**config.mk**
```make
export PLATFORM = sky130hd
export DESIGN_NAME = pkt_prio_sort_queue
export DESIGN_NICKNAME = d
export VERILOG_FILES = /design/src/rtl/pkt_prio_sort_queue.sv
export SDC_FILE = /design/constraint.sdc
export NUM_CORES = 1
export LEC_CHECK = 0
export CORE_MARGIN = 10
export CORE_UTILIZATION = 50
export DETAILED_ROUTE_END_ITERATION = 12
export DONT_BUFFER_PORTS = 1
export SETUP_SLACK_MARGIN = 0.02
export SLEW_MARGIN = 30
export SYNTH_ARGS = -nofsm -noshare
export SYNTH_HDL_FRONTEND = slang
export SYNTH_SLANG_ARGS = --single-unit
```
**constraint.sdc**
```tcl
create_clock -name clk -period 30.7 [get_ports clk]
set_input_delay 9.21 -clock clk [delete_from_list [all_inputs] [get_ports clk]]
set_output_delay 9.21 -clock clk [all_outputs]
set_load 0.03 [all_outputs]
```
**src/rtl/pkt_prio_sort_queue.sv**
```systemverilog
// ---------------------------------------------------------------------------
// pkt_prio_sort_queue
//
// A stable, sorted buffer that sits after the packet priority stage. Every
// upstream word is taken on the cycle it arrives (there is no input ready).
// The word with the lowest priority value is always presented at the head.
// Words with equal priority leave in arrival order.
//
// When the buffer is full and a word arrives with no pop in the same cycle,
// exactly one word is dropped:
//   - If the new word beats the tail, the tail (the worst and youngest entry)
//     is evicted and the new word is inserted.
//   - Otherwise the new word itself is discarded.
//
// Ports
//   clk        : clock
//   rst        : asynchronous, active-high reset
//   in_valid   : upstream word present (always accepted)
//   in_data    : upstream payload
//   in_prior   : upstream priority (unsigned, smaller = served first)
//   out_valid  : head slot occupied
//   out_ready  : consumer accepts head this cycle
//   out_data   : head payload (0 when empty)
//   out_prior  : head priority (0 when empty)
//   count      : number of occupied slots
//   full       : count == DEPTH
//   drop_pulse : registered, a drop happened on the previous edge
//   drop_cnt   : saturating total of drops
//
// Handshake: a head word transfers on a rising clk edge where
// out_valid && out_ready. out_valid never depends on out_ready. The head may
// be replaced by a better arrival while it waits, so the consumer must only
// sample out_data/out_prior on the transfer edge.
// ---------------------------------------------------------------------------
module pkt_prio_sort_queue #(
    parameter int DWIDTH      = 32,
    parameter int PRIOR_WIDTH = 6,
    parameter int DEPTH       = 8,
    parameter int CNT_WIDTH   = 16
) (
    input  logic                         clk,
    input  logic                         rst,
    input  logic                         in_valid,
    input  logic [DWIDTH-1:0]            in_data,
    input  logic [PRIOR_WIDTH-1:0]       in_prior,
    output logic                         out_valid,
    input  logic                         out_ready,
    output logic [DWIDTH-1:0]            out_data,
    output logic [PRIOR_WIDTH-1:0]       out_prior,
    output logic [$clog2(DEPTH+1)-1:0]   count,
    output logic                         full,
    output logic                         drop_pulse,
    output logic [CNT_WIDTH-1:0]         drop_cnt
);

    localparam int              CW      = $clog2(DEPTH + 1);
    localparam logic [CW-1:0]   DEPTH_C = CW'(DEPTH);

    // Slot storage. Occupied slots are always 0..count_q-1, sorted ascending
    // by priority, oldest first within a priority.
    logic [DWIDTH-1:0]      data_q  [DEPTH];
    logic [PRIOR_WIDTH-1:0] prior_q [DEPTH];
    logic [CW-1:0]          count_q;
    logic                   drop_q;
    logic [CNT_WIDTH-1:0]   drop_cnt_q;

    // Stage "s": contents after the pop has been applied.
    logic [DWIDTH-1:0]      s_data  [DEPTH];
    logic [PRIOR_WIDTH-1:0] s_prior [DEPTH];
    logic [CW-1:0]          s_cnt;

    // Stage "u": stage s shifted up by one slot, used behind the insert point.
    logic [DWIDTH-1:0]      u_data  [DEPTH];
    logic [PRIOR_WIDTH-1:0] u_prior [DEPTH];

    // Next-state contents.
    logic [DWIDTH-1:0]      n_data  [DEPTH];
    logic [PRIOR_WIDTH-1:0] n_prior [DEPTH];
    logic [CW-1:0]          n_cnt;

    logic                   pop;
    logic                   ins;
    logic                   drop;
    logic [CW-1:0]          pos;

    always_comb begin
        pop   = (count_q != '0) && out_ready;
        ins   = 1'b0;
        drop  = 1'b0;
        pos   = '0;
        n_cnt = count_q;

        // Pop first: everything moves down one slot.
        for (int i = 0; i < DEPTH - 1; i++) begin
            s_data[i]  = pop ? data_q[i+1]  : data_q[i];
            s_prior[i] = pop ? prior_q[i+1] : prior_q[i];
        end
        s_data[DEPTH-1]  = pop ? '0 : data_q[DEPTH-1];
        s_prior[DEPTH-1] = pop ? '0 : prior_q[DEPTH-1];
        s_cnt            = pop ? count_q - 1'b1 : count_q;

        // Insert point: just after the last occupied slot with prior <= new.
        // The list is sorted, so the last match wins.
        for (int i = 0; i < DEPTH; i++) begin
            if ((CW'(i) < s_cnt) && (s_prior[i] <= in_prior)) begin
                pos = CW'(i + 1);
            end
        end

        u_data[0]  = s_data[0];
        u_prior[0] = s_prior[0];
        for (int i = 1; i < DEPTH; i++) begin
            u_data[i]  = s_data[i-1];
            u_prior[i] = s_prior[i-1];
        end

        // After a pop there is always room, so a drop can only happen when
        // the buffer is full and there is no pop. In that case the new word
        // is inserted only if it beats the tail; the shift-up then pushes the
        // tail out of the last slot.
        if (in_valid) begin
            if (s_cnt != DEPTH_C) begin
                ins = 1'b1;
            end else begin
                drop = 1'b1;
                ins  = (in_prior < s_prior[DEPTH-1]);
            end
        end

        for (int i = 0; i < DEPTH; i++) begin
            if (!ins || (CW'(i) < pos)) begin
                n_data[i]  = s_data[i];
                n_prior[i] = s_prior[i];
            end else if (CW'(i) == pos) begin
                n_data[i]  = in_data;
                n_prior[i] = in_prior;
            end else begin
                n_data[i]  = u_data[i];
                n_prior[i] = u_prior[i];
            end
        end

        if (ins && !drop) begin
            n_cnt = s_cnt + 1'b1;
        end else begin
            n_cnt = s_cnt;
        end
    end

    always_ff @(posedge clk or posedge rst) begin
        if (rst) begin
            for (int i = 0; i < DEPTH; i++) begin
                data_q[i]  <= '0;
                prior_q[i] <= '0;
            end
            count_q    <= '0;
            drop_q     <= 1'b0;
            drop_cnt_q <= '0;
        end else begin
            for (int i = 0; i < DEPTH; i++) begin
                data_q[i]  <= n_data[i];
                prior_q[i] <= n_prior[i];
            end
            count_q <= n_cnt;
            drop_q  <= drop;
            if (drop && (drop_cnt_q != '1)) begin
                drop_cnt_q <= drop_cnt_q + 1'b1;
            end
        end
    end

    // Stale words may remain in slots that are no longer occupied, so the
    // head outputs are forced to zero when the buffer is empty.
    assign out_valid  = (count_q != '0);
    assign out_data   = out_valid ? data_q[0]  : '0;
    assign out_prior  = out_valid ? prior_q[0] : '0;
    assign count      = count_q;
    assign full       = (count_q == DEPTH_C);
    assign drop_pulse = drop_q;
    assign drop_cnt   = drop_cnt_q;

endmodule
```
* Word-level counts from Yosys, hierarchy flattened
Index checks and enable logic that the tools add are counted.
Storage, ports and cells: register bits after elaboration 325, bits in latches 0, RAM bits 0, memory bits (read-only) 0, bits of input ports 42, output and inout bits 61, word-level logic and storage cells 145, memories kept 0
Cells by class: add/subtract/negate cells 3, $mul 0, div/mod/pow operators 0, order comparisons 25, equal/unequal tests 11, shift-type cells 0, muxes and demuxes 64, bitwise operators 0, reductions and logical operators 23
Operators with widths (count):
- 2-to-1 mux 32 bit | 25
- 2-to-1 mux 6 bit | 25
- <= comparator 6 bit | 8
- 2-to-1 mux 4 bit | 9
- < comparator 3 x 4 -> 1 bit, first input constant | 8
- adder 16 x 1 -> 16 bit, second input constant | 1
- == test 3 x 4 -> 1 bit, first input constant | 4
- < comparator 1 x 4 -> 1 bit, first input constant | 4
- < comparator 2 x 4 -> 1 bit, first input constant | 4
- != test 16 bit, second input constant | 1
- logical AND 1 bit | 11
- == test 2 x 4 -> 1 bit, first input constant | 2
- logical OR 1 bit | 8
- < comparator 6 bit | 1
- 2-to-1 mux 1 bit | 5
- adder 4 x 1 -> 4 bit, second input constant | 1
- == test 1 x 4 -> 1 bit, first input constant | 1
- == test 4 bit, second input constant | 1
- zero test 4 bit | 1
- != test 4 bit, second input constant | 1
- nonzero test 4 bit | 1
- subtractor 4 x 1 -> 4 bit, second input constant | 1
- zero test 1 bit | 2
- != test 2 bit, second input constant | 1

* Longest topological paths before layout
word-level depth 16, gate-level depth with buffers 22, mapped depth without buffers 14

* Least setup slack after synthesis
No wires, ideal clock.
kind input to register, start in out_ready, end reg data_q[246] (netlist name), library setup time 0.125 ns, arrival 12.556 ns, required time 30.575 ns, setup slack 18.019 ns, cell stages on the path 18, buffers on the path 7, cell sequence buf_2 -> and2_1 -> clkbuf_1 -> clkbuf_1 -> clkbuf_1 -> clkbuf_1 -> nand2_1 -> nand2_1 -> ha_1 -> nand4_1 -> o22ai_1 -> a31o_2 -> a22oi_1 -> nand4_1 -> a21oi_1 -> buf_4 -> buf_4 -> mux2_2
RTL lines:
- start, declared | line 47 | input logic out_ready,
- end signal, assigned by index | line 161 | data_q[i] <= n_data[i];
- end, declared | line 61 | logic [DWIDTH-1:0] data_q [DEPTH];

==> metrics.md <==
| Metric | Value |
|---|---|
| Status | `finished, final reports clean` |
| FF-to-FF setup slack | `24.14 ns` |
| Remaining antenna violation count | `0` |
| Port Buf Inserts | `0` |
| Power per standard cell area | `118 nW/um^2` |
| Area leader, netlist | `dfrtp_1` |
| R2R Path End | `data_q[236]$_DFF_PP0_` |
| GPL Wtd Cong | `0.852` |
| Max stage delay on crit path | `0.80 ns` |
| Clock Tree Root | `clkbuf_16` |
| Post-placement cell area | `19,900 um^2` |
| Clock share of power | `20.2%` |
| RSZ-0062 raised after global routing | `false` |
| GRT overflow | `0` |
| Final Critical Period | `13.57 ns` |
| Sw power | `0.00109 W` |
| Crit path DAT | `14.01 ns` |
| Seq pwr share | `29.2%` |
| Cell with the most instances after synthesis | `nand2_1` |
| Final setup viols | `0` |
| Row count | `72` |
| Finished Cell Area | `21,300 um^2` |
| Worst Hold Depth | `1` |
| Vias in the first global route | `15,100` |
| Synthesized cell area | `19,500 um^2` |
| Ys async rst share | `100%` |
| Clk_skew | `0.0257 ns` |
| Most used cell, CP | `nand2_1` |
| Worst setup path class | `input port to flop` |
| Longest Clk Path Bufs | `3` |
| Cell-internal power | `0.00143 W` |
| CP startpoint | `out_ready` |
| Vias/cell | `5.78` |
| Final Max Tran Viols | `0` |
| Seq cells post-synth | `325` |
| Peak supply drop | `75.1 uV` |
| Post-synthesis cell count | `2,128` |
| Mean post-synth cell area | `9.18 um^2` |
| Skew-Pair Late Insertion Delay | `0.57 ns` |
| Fillcell total | `3,474` |
| Hold Path End | `data_q[12]$_DFFE_PP0P_` |
| Total leakage power | `12.1 nW` |
| Synth warnings | `0` |
| Clk pin slew, worst setup/hold paths | `0.06 ns` |
| Max cap viols | `0` |
| Setup bufs post-CTS | `0` |
| Hold_buf cts | `0` |
| Antenna diode count | `0` |
| IO Pins | `103` |
| Via count | `15,000` |
| Fin crit share | `44.2%` |
| Most used DFF post-synth | `dfrtp_1` |
| Core Footprint | `38,600 um^2` |
| Max-slew headroom | `37.1%` |
| Area growth, synth to finish | `9.04%` |
| RR Startpoint | `count[0]$_DFF_PP0_` |
| Die span in x | `218 um` |
| Post-synthesis sequential area ratio | `41.6%` |
| WL/cell | `20.6 um` |
| # clock sinks | `325` |
| DR DRC count | `0` |
| Worst Reg-to-Reg Cells | `16` |
| Max Clk Rate | `73.7 MHz` |
| CTS tree | `built` |
| GRT Overall Usage | `22.5%` |
| Initial core utilization | `50.5%` |
| Pre-antenna DRT Iters | `5` |
| Total Routed Length | `53,600 um` |
| Pin count of the biggest net entering global routing | `137` |
| Synth top area share | `41.6%` |
| Worst endpoint required time | `31.13 ns` |
| TritonCTS buffer count | `39` |
| CTS H-Tree Depth | `2` |
| Crit-path cells | `and2_4, buf_4, nand2_1, nand2_1, ha_1, nand2_1, o22ai_1, a31o_2, a22oi_1, nand4_1, a21oi_4, buf_4, mux2_2` |
| Yosys cell types | `59` |
| Worst slew pin tran | `0.943 ns` |
| CP startpoint kind | `input port` |
| Post-synth EDFFs | `0` |
| Final setup TNS | `0 ns` |
| Setup crit end kind | `flop` |
| Worst-path fanout max | `67` |
| Layout cells sized above 1 | `8.64%` |
| Part of the power in combinational logic | `50.6%` |
| Die Y-Extent | `218 um` |
| Die ar. | `47,400 um^2` |
| DR iter-0 viols | `943` |
| Final layout net count | `2,146` |
| Post-synth top cells | `nand2_1, mux2i_1, dfrtp_1` |
| Syn Nets | `2,222` |
| HP Start | `data_q[12]$_DFFE_PP0P_` |
| Crit-path slowest cell | `buf_4` |
| Antenna violations before repair | `0` |
| Top cells by area, synth | `dfrtp_1, mux2i_1, nand2_1, mux2_2, ha_1` |
| # resized after CTS | `0` |
| Tot Pwr | `0.00252 W` |
| Worst Hold Class | `flop to flop` |
| DP HPWL | `32,000 um` |
| Sw frac | `43.3%` |
| Hold Fails Final Rpt | `0` |
| First-pass GRT wire length | `86,200 um` |
## per-stage QoR
stage / hold slack, ns / std cells / utilization, % / setup WS (ns)
global placement: 0.470 / 2529 / 51.4 / 16.82
floorplan: 0.456 / 2128 / - / 12.49
finish: 0.486 / 2601 / 55.1 / 17.13
detailed placement: 0.474 / 2529 / 51.4 / 16.67
CTS: 0.490 / 2601 / 55.1 / 17.25
global route: 0.502 / 2601 / 55.1 / 16.82
## critical path: cells and delay by family
family / cells / cell delay (ns)
muxes: 1 / 0.39
adders and majority gates: 1 / 0.26
AOI/OAI and AO/OA: 4 / 1.37
buffers and inverters: 2 / 1.30
and+or+nand+nor: 5 / 1.28
## logic make-up (layout without fill, tap and decap cells)
group                      count (synthesis)  in the layout  synth area share (%)
muxes                                    434            434                  22.7
xor gates and xnor gates                  18             18                 0.807
adders and majority gates                 52             52                  3.33
AOI/OAI and AO/OA                        304            304                  10.5
DFF                                      325            325                  41.6
and+or+nand+nor                          801            801                  16.8
buffers and inverters                    194            149                  4.18
## worst max-delay path by stage
stage	end	slack [ns]	cells after the start
2_1_floorplan	count[0]$_DFF_PP0_	12.49	1
3_3_place_gp	data_q[238]$_DFF_PP0_	16.82	13
3_5_place_dp	data_q[246]$_DFF_PP0_	16.67	13
4_1_cts	data_q[236]$_DFF_PP0_	17.25	13
5_1_grt	data_q[236]$_DFF_PP0_	16.82	13
6_report	data_q[236]$_DFF_PP0_	17.13	13
## power by group through the flow
stage / registers [W] / clock network, W / logic [W]
after floorplan: 0.000706 / 0 / 0.00101
after detailed placement: 0.000742 / 0 / 0.00128
after CTS: 0.000736 / 0.000520 / 0.00128
after global placement: 0.000737 / 0 / 0.00124
after global routing: 0.000758 / 0.000537 / 0.00142
final: 0.000737 / 0.000510 / 0.00128
## layer usage
metal	track usage [%]	wire length [um]
met1	31.0	25100
met2	36.3	25000
met3	3.47	2630
met4	5.87	949
met5	0	0
## placed cells by master, fill, tap and decap left out, drive strengths merged, types with 3 or more instances in the layout
master | netlist | layout
and3 | 10 | 10
a21oi | 68 | 68
nor2b | 5 | 5
nand3 | 15 | 15
clkinvlp | 0 | 4
a211oi | 5 | 5
a22oi | 42 | 42
dfrtp | 325 | 325
a21boi | 4 | 4
nand3b | 3 | 3
o21ai | 51 | 51
nor3b | 4 | 4
xnor2 | 12 | 12
a21o | 70 | 70
bufinv | 0 | 7
o32ai | 3 | 3
clkinv | 0 | 10
nand2b | 3 | 3
xor2 | 6 | 6
mux2i | 362 | 362
nand2 | 567 | 567
inv | 48 | 49
mux2 | 72 | 72
o2bb2ai | 38 | 38
and2 | 44 | 44
ha | 52 | 52
nor2 | 127 | 127
o22ai | 3 | 3
nand4 | 11 | 11
o21a | 3 | 3
buf | 58 | 29
clkbuf | 88 | 50
## registers in the layout (all words and copies together) (netlist names)
register    count
drop_pulse      1
count           4
prior_q        48
drop_cnt       16
data_q        256
## layout make-up
cell class                      count  area, um^2  share of cell area [%]
Multi-Input combinational cell   1609       10700                    50.1
Sequential cell                   325        8130                    38.2
Clock buffer                       50        1100                    5.16
Tap cell                          518         648                    3.04
Clock inverter                     22         318                    1.49
Timing Repair Buffer               29         238                    1.12
Inverter                           48         193                   0.905
(Power assumes the default switching activity.)
==> patch 1 (config.mk and constraints unchanged) <==
The parameter `DEPTH` goes from 8 to 16.
--- a/src/rtl/pkt_prio_sort_queue.sv
+++ b/src/rtl/pkt_prio_sort_queue.sv
@@ -35,7 +35,7 @@
 module pkt_prio_sort_queue #(
     parameter int DWIDTH      = 32,
     parameter int PRIOR_WIDTH = 6,
-    parameter int DEPTH       = 8,
+    parameter int DEPTH       = 16,
     parameter int CNT_WIDTH   = 16
 ) (
     input  logic                         clk,
Interface: changed (resized count); port bits go from 103 to 104. The function was not compared with the original's and may differ.
==> patch 1 against the original RTL <==
Area after synthesis up 96%. Largest power group unchanged. Sequential cell count up 305. Global-route usage up 4.2 points. Total power up 130%. Setup slack worse by 2.0 ns. Routed wire length up 130%. Critical path depth up 6. Cell area up 95%.
==> patch 1: results (changes against the original RTL) <==
* Status: complete, no violations
* Gpl congestion at 0.895 (+5.1%)
* Top cells by area, synth: dfrtp_1, mux2i_1, nand2_1
* Critical path's largest stage delay at 0.89 ns (+0.09 ns)
* R2r worst-path depth at 24 (+8)
* WL final at 122000 um (+130%)
* Clk pin slew, worst setup/hold paths at 0.06 ns (about the same)
* WP data arrival at 16.07 ns (+2.06 ns)
* Leakage power at 18.9 nW (+55%)
* Dpl ws at 14.52 ns (-2.15 ns)
* Fin crit share at 0.508 (+0.0658)
* Crit. Startpoint: out_ready
* Post-CTS setup buffers at 0 (unchanged)
* Non-Filler Instances at 4897 (+88%)
* First-pass GRT wire length at 189000 um (+120%)
* Tot GR Track Use at 0.267 (+0.0423)
* CTS Buf Count at 74 (+90%)
* Multiplexer share of the synthesized area at 0.237 (+0.00990)
* Diode count at 0 (unchanged)
* Worst Hold Class: reg2reg
* Initial antenna violation count at 0 (unchanged)
* First-pass detailed-route iteration total at 7 (+2)
* 1st-iter DRT viols at 2929 (+210%)
* Fraction of layout instances using a drive strength above 1 at 0.124 (+0.0375)
* Syn nets at 4114 (+85%)
* Largest delay share family, worst path: buffers and inverters
* CP endpoint: prior_q[93]
* Clock latency on the worst-skew pair at 0.62 ns (+0.05 ns)
* Post-Place Cell Area at 0.0392 mm2 (+97%)
* # H-tree levels at 3 (+1)
* Synth Warn # at 0 (unchanged)
* DR vias/cell at 6.32 (+9.3%)
* Most frequent cells after synthesis: nand2_1, dfrtp_1, mux2i_1, mux2_2, clkbuf_1
* Worst R2R Start: count[0]
* Maximum VDD drop at 149 uV (+99%)
* Clock buffer depth at 3 (unchanged)
* Synth Area in Adders at 0.0326 (-0.000708)
* Post-synthesis sequential area ratio at 0.411 (-0.00559)
* Filler Cells Inserted at 6980 (+100%)
* R2r setup slk at 21.41 ns (-2.73 ns)
* Port bufs at 0 (unchanged)
* Hpwl dp at 70300 um (+120%)
* Nets at 3955 (+84%)
* Critical path class: in2reg
* CP max FO at 76 (+13%)
* Synth Area in Compound Gates at 0.124 (+0.0185)
* Pin count of the biggest net entering global routing at 162 (+18%)
* Largest Register: data_q
* Max reg flops at 512 (+100%)
* Slew margin rel. at 0.248 (-0.123)
* Avg Cell Area, Syn at 9.66 um2 (+5.3%)
* Xor and xnor area share after synthesis at 0.00434 (-0.00373)
* DP Cell Count at 4765 (+88%)
* Post-cts repair resize count at 0 (unchanged)
* Yosys cell types at 82 (+39%)
* FFs w/ async S/R, synth at 1.00 (unchanged)
* Setup Skew at 0.0278 ns (+0.00209 ns)
* Setup-failing EPs final at 0 (unchanged)
* CTS root buffer: clkbuf_16
-- patch 1: cell count changes in the layout (fill, tap and decap cells not counted), moves of 54 or more --
cell     before  now
nand2_1     566  906
dfrtp_1     325  630
mux2i_1     361  629
mux2_2       64  202
nor3_1        1   80
a21oi_1      66  138
a31oi_1       1   69
a21o_1       70   16
-- patch 1: through the flow --
stage | power [mW] | util
2_1_floorplan | 3.92 | -
3_3_place_gp | 4.86 | 0.514
3_5_place_dp | 4.90 | 0.515
4_1_cts | 5.80 | 0.546
5_1_grt | 6.20 | 0.547
6_report | 5.84 | 0.547
-- patch 1: worst min path at each step --
stage | cells past startpoint | slack [ns] | startpoint | endpoint
after floorplan | 1 | 0.46 | data_q[0] | data_q[0]
after global placement | 1 | 0.47 | data_q[11] | data_q[11]
after detailed placement | 1 | 0.47 | data_q[10] | data_q[10]
after CTS | 1 | 0.49 | data_q[10] | data_q[10]
after global routing | 1 | 0.50 | data_q[20] | data_q[20]
final | 1 | 0.49 | data_q[27] | data_q[27]
-- patch 1: cell type report --
| class | count | area share |
|---|---|---|
| clock buffers | 114 | 0.0535 |
| multi-input cells | 2967 | 0.512 |
| flip-flops and latches | 630 | 0.379 |
| well taps | 1030 | 0.0310 |
| repair buffers | 69 | 0.0142 |
| clock inverters | 16 | 0.00424 |
| inverters | 71 | 0.00671 |
-- patch 1: kinds of logic after synthesis --
logic type / after synthesis
xor gates and xnor gates: 19
and+or+nand+nor: 1329
buffers and inverters: 375
muxes: 878
adders and majority gates: 100
DFF: 630
AOI/OAI and AO/OA: 641
-- patch 1: metal layers --
layer,track usage,routed length [um]
met5,0,0
met4,0.0857,3850
met3,0.0476,7830
met2,0.432,56500
met1,0.360,53400
-- patch 1: report_power, final --
part           total [mW]  leakage, nW  switching [mW]  internal (mW)
combinational        3.46         9.96            2.16           1.30
clock               0.884         1.18           0.361          0.523
sequential           1.49         7.71           0.239           1.26
total                5.84         18.9            2.76           3.08
==> patch 2 (same settings) <==
Made on the original files. Compare `count_q` against `DEPTH_C` with >= in place of ==.
--- a/src/rtl/pkt_prio_sort_queue.sv
+++ b/src/rtl/pkt_prio_sort_queue.sv
@@ -175,7 +175,7 @@
     assign out_data   = out_valid ? data_q[0]  : '0;
     assign out_prior  = out_valid ? prior_q[0] : '0;
     assign count      = count_q;
-    assign full       = (count_q == DEPTH_C);
+    assign full       = (count_q >= DEPTH_C);
     assign drop_pulse = drop_q;
     assign drop_cnt   = drop_cnt_q;
 
Formal check against the unedited RTL: same outputs for any inputs over 4 cycles, from zero or initial values and one cycle with rst high; that may be too few to reach the edited logic, so the function may still have changed.
==> patch 2 against the original RTL <==
Setup slack got worse by 0.73 ns. Via count fell by 3.1%. Total power is 3.9% higher. Area after synthesis is 2.7% lower. Sequential cell count is the same. Clock skew shrank 0.0039 ns. Routed wire length decreased by 6.8%. Sequential share of layout area up 0.93 points. Die area shrank 2.5%. Cell area shrank 2.4%. Maximum frequency fell by 5.1%. Critical endpoint is now data_q[158]. Highest routed layer unchanged.
==> patch 2: results (changes against the original RTL) <==
* Status: complete, no violations
* CP max FO at 65 (-3.0%)
* Synth Area in Compound Gates at 0.116 (+0.0115)
* Tot GR Track Use at 0.213 (-0.0118)
* Syn nets at 2120 (-4.6%)
* Clock latency on the worst-skew pair at 0.57 ns (about the same)
* Vias in the first global route at 14500 (-3.9%)
* Synth Area in Adders at 0.0342 (+0.000930)
* Port bufs at 0 (unchanged)
* First-pass GRT wire length at 81500 um (-5.4%)
* Setup Skew at 0.0217 ns (-0.00392 ns)
* Yosys cell types at 57 (-3.4%)
* Dpl ws at 15.89 ns (-0.778 ns)
* Hpwl dp at 30400 um (-4.9%)
* Maximum VDD drop at 94.6 uV (+26%)
* Most frequent cells after synthesis: nand2_1, mux2i_1, dfrtp_1, nor2_1, clkbuf_1
* First-pass detailed-route iteration total at 6 (+1)
* 1st-iter DRT viols at 1236 (+31%)
* WP data arrival at 14.70 ns (+0.69 ns)
* Worst Hold Class: reg2reg
* Top cells by area, synth: dfrtp_1, mux2i_1, nand2_1
* Nets at 2047 (-4.6%)
* Leakage power at 10.2 nW (-16%)
* Post-synthesis sequential area ratio at 0.428 (+0.0116)
* DR vias/cell at 5.84 (+1.1%)
* Multiplexer share of the synthesized area at 0.215 (-0.0120)
* Slew margin rel. at 0.292 (-0.0789)
* Xor and xnor area share after synthesis at 0.00830 (+0.000225)
* Fraction of layout instances using a drive strength above 1 at 0.0791 (-0.00728)
* Wirelength per Cell at 20.0 um (-2.8%)
* PwrDens at 126 mW/mm2 (+6.4%)
* Gpl congestion at 0.830 (-2.6%)
* Filler Cells Inserted at 3386 (-2.5%)
* Initial antenna violation count at 0 (unchanged)
* Largest delay share family, worst path: compound AO/OA/AOI/OAI gates
* Pin count of the biggest net entering global routing at 153 (+12%)
* Diode count at 0 (unchanged)
* Internal power at 1.45 mW (+1.6%)
-- patch 2: path summary, 6_finish.rpt --
check | slack (ns) | depth (start not counted) | start | endpoint
min in group asynchronous | 8.65 | 1 | rst | data_q[250]
worst min-delay path | 0.49 | 1 | data_q[9] | data_q[9]
worst max-delay path | 16.39 | 14 | out_ready | data_q[158]
worst max register to register | 23.19 | 18 | count[1] | data_q[158]
max in group asynchronous | 20.11 | 3 | rst | data_q[224]
worst min register to register | 0.49 | 1 | data_q[9] | data_q[9]
-- patch 2: power by group through the flow --
stage / registers (mW) / logic [mW] / clock network (mW)
after detailed placement: 0.748 / 1.40 / 0
after global placement: 0.741 / 1.36 / 0
after floorplan: 0.711 / 1.10 / 0
final: 0.741 / 1.40 / 0.482
after global routing: 0.765 / 1.56 / 0.509
after CTS: 0.741 / 1.40 / 0.492
-- patch 2: routing by layer --
layer,routed length (um),vias to the layer above,GRT usage
li1,-,6992,-
met1,22700,7218,0.285
met2,23700,296,0.350
met3,2480,67,0.0372
met4,1030,0,0.0584
met5,0,-,0
-- patch 2: area by class of cell --
| class | instances | share of cell area |
|---|---|---|
| tap | 511 | 0.0307 |
| clock inverter | 13 | 0.00626 |
| clock buffer | 59 | 0.0583 |
| multi-input combinational | 1505 | 0.490 |
| timing repair buffer | 27 | 0.0132 |
| sequential | 325 | 0.391 |
| inverter | 55 | 0.0103 |
-- patch 2: metrics by stage --
| step | utilization | power (mW) | cells | cell area, um2 |
|---|---|---|---|---|
| final | 0.553 | 2.62 | 2495 | 20800 |
| after global routing | 0.553 | 2.83 | 2495 | 20800 |
| after CTS | 0.553 | 2.63 | 2495 | 20800 |
| after detailed placement | 0.518 | 2.15 | 2423 | 19500 |
| after global placement | 0.516 | 2.10 | 2420 | 19400 |
| after floorplan | - | 1.81 | 2026 | 19000 |
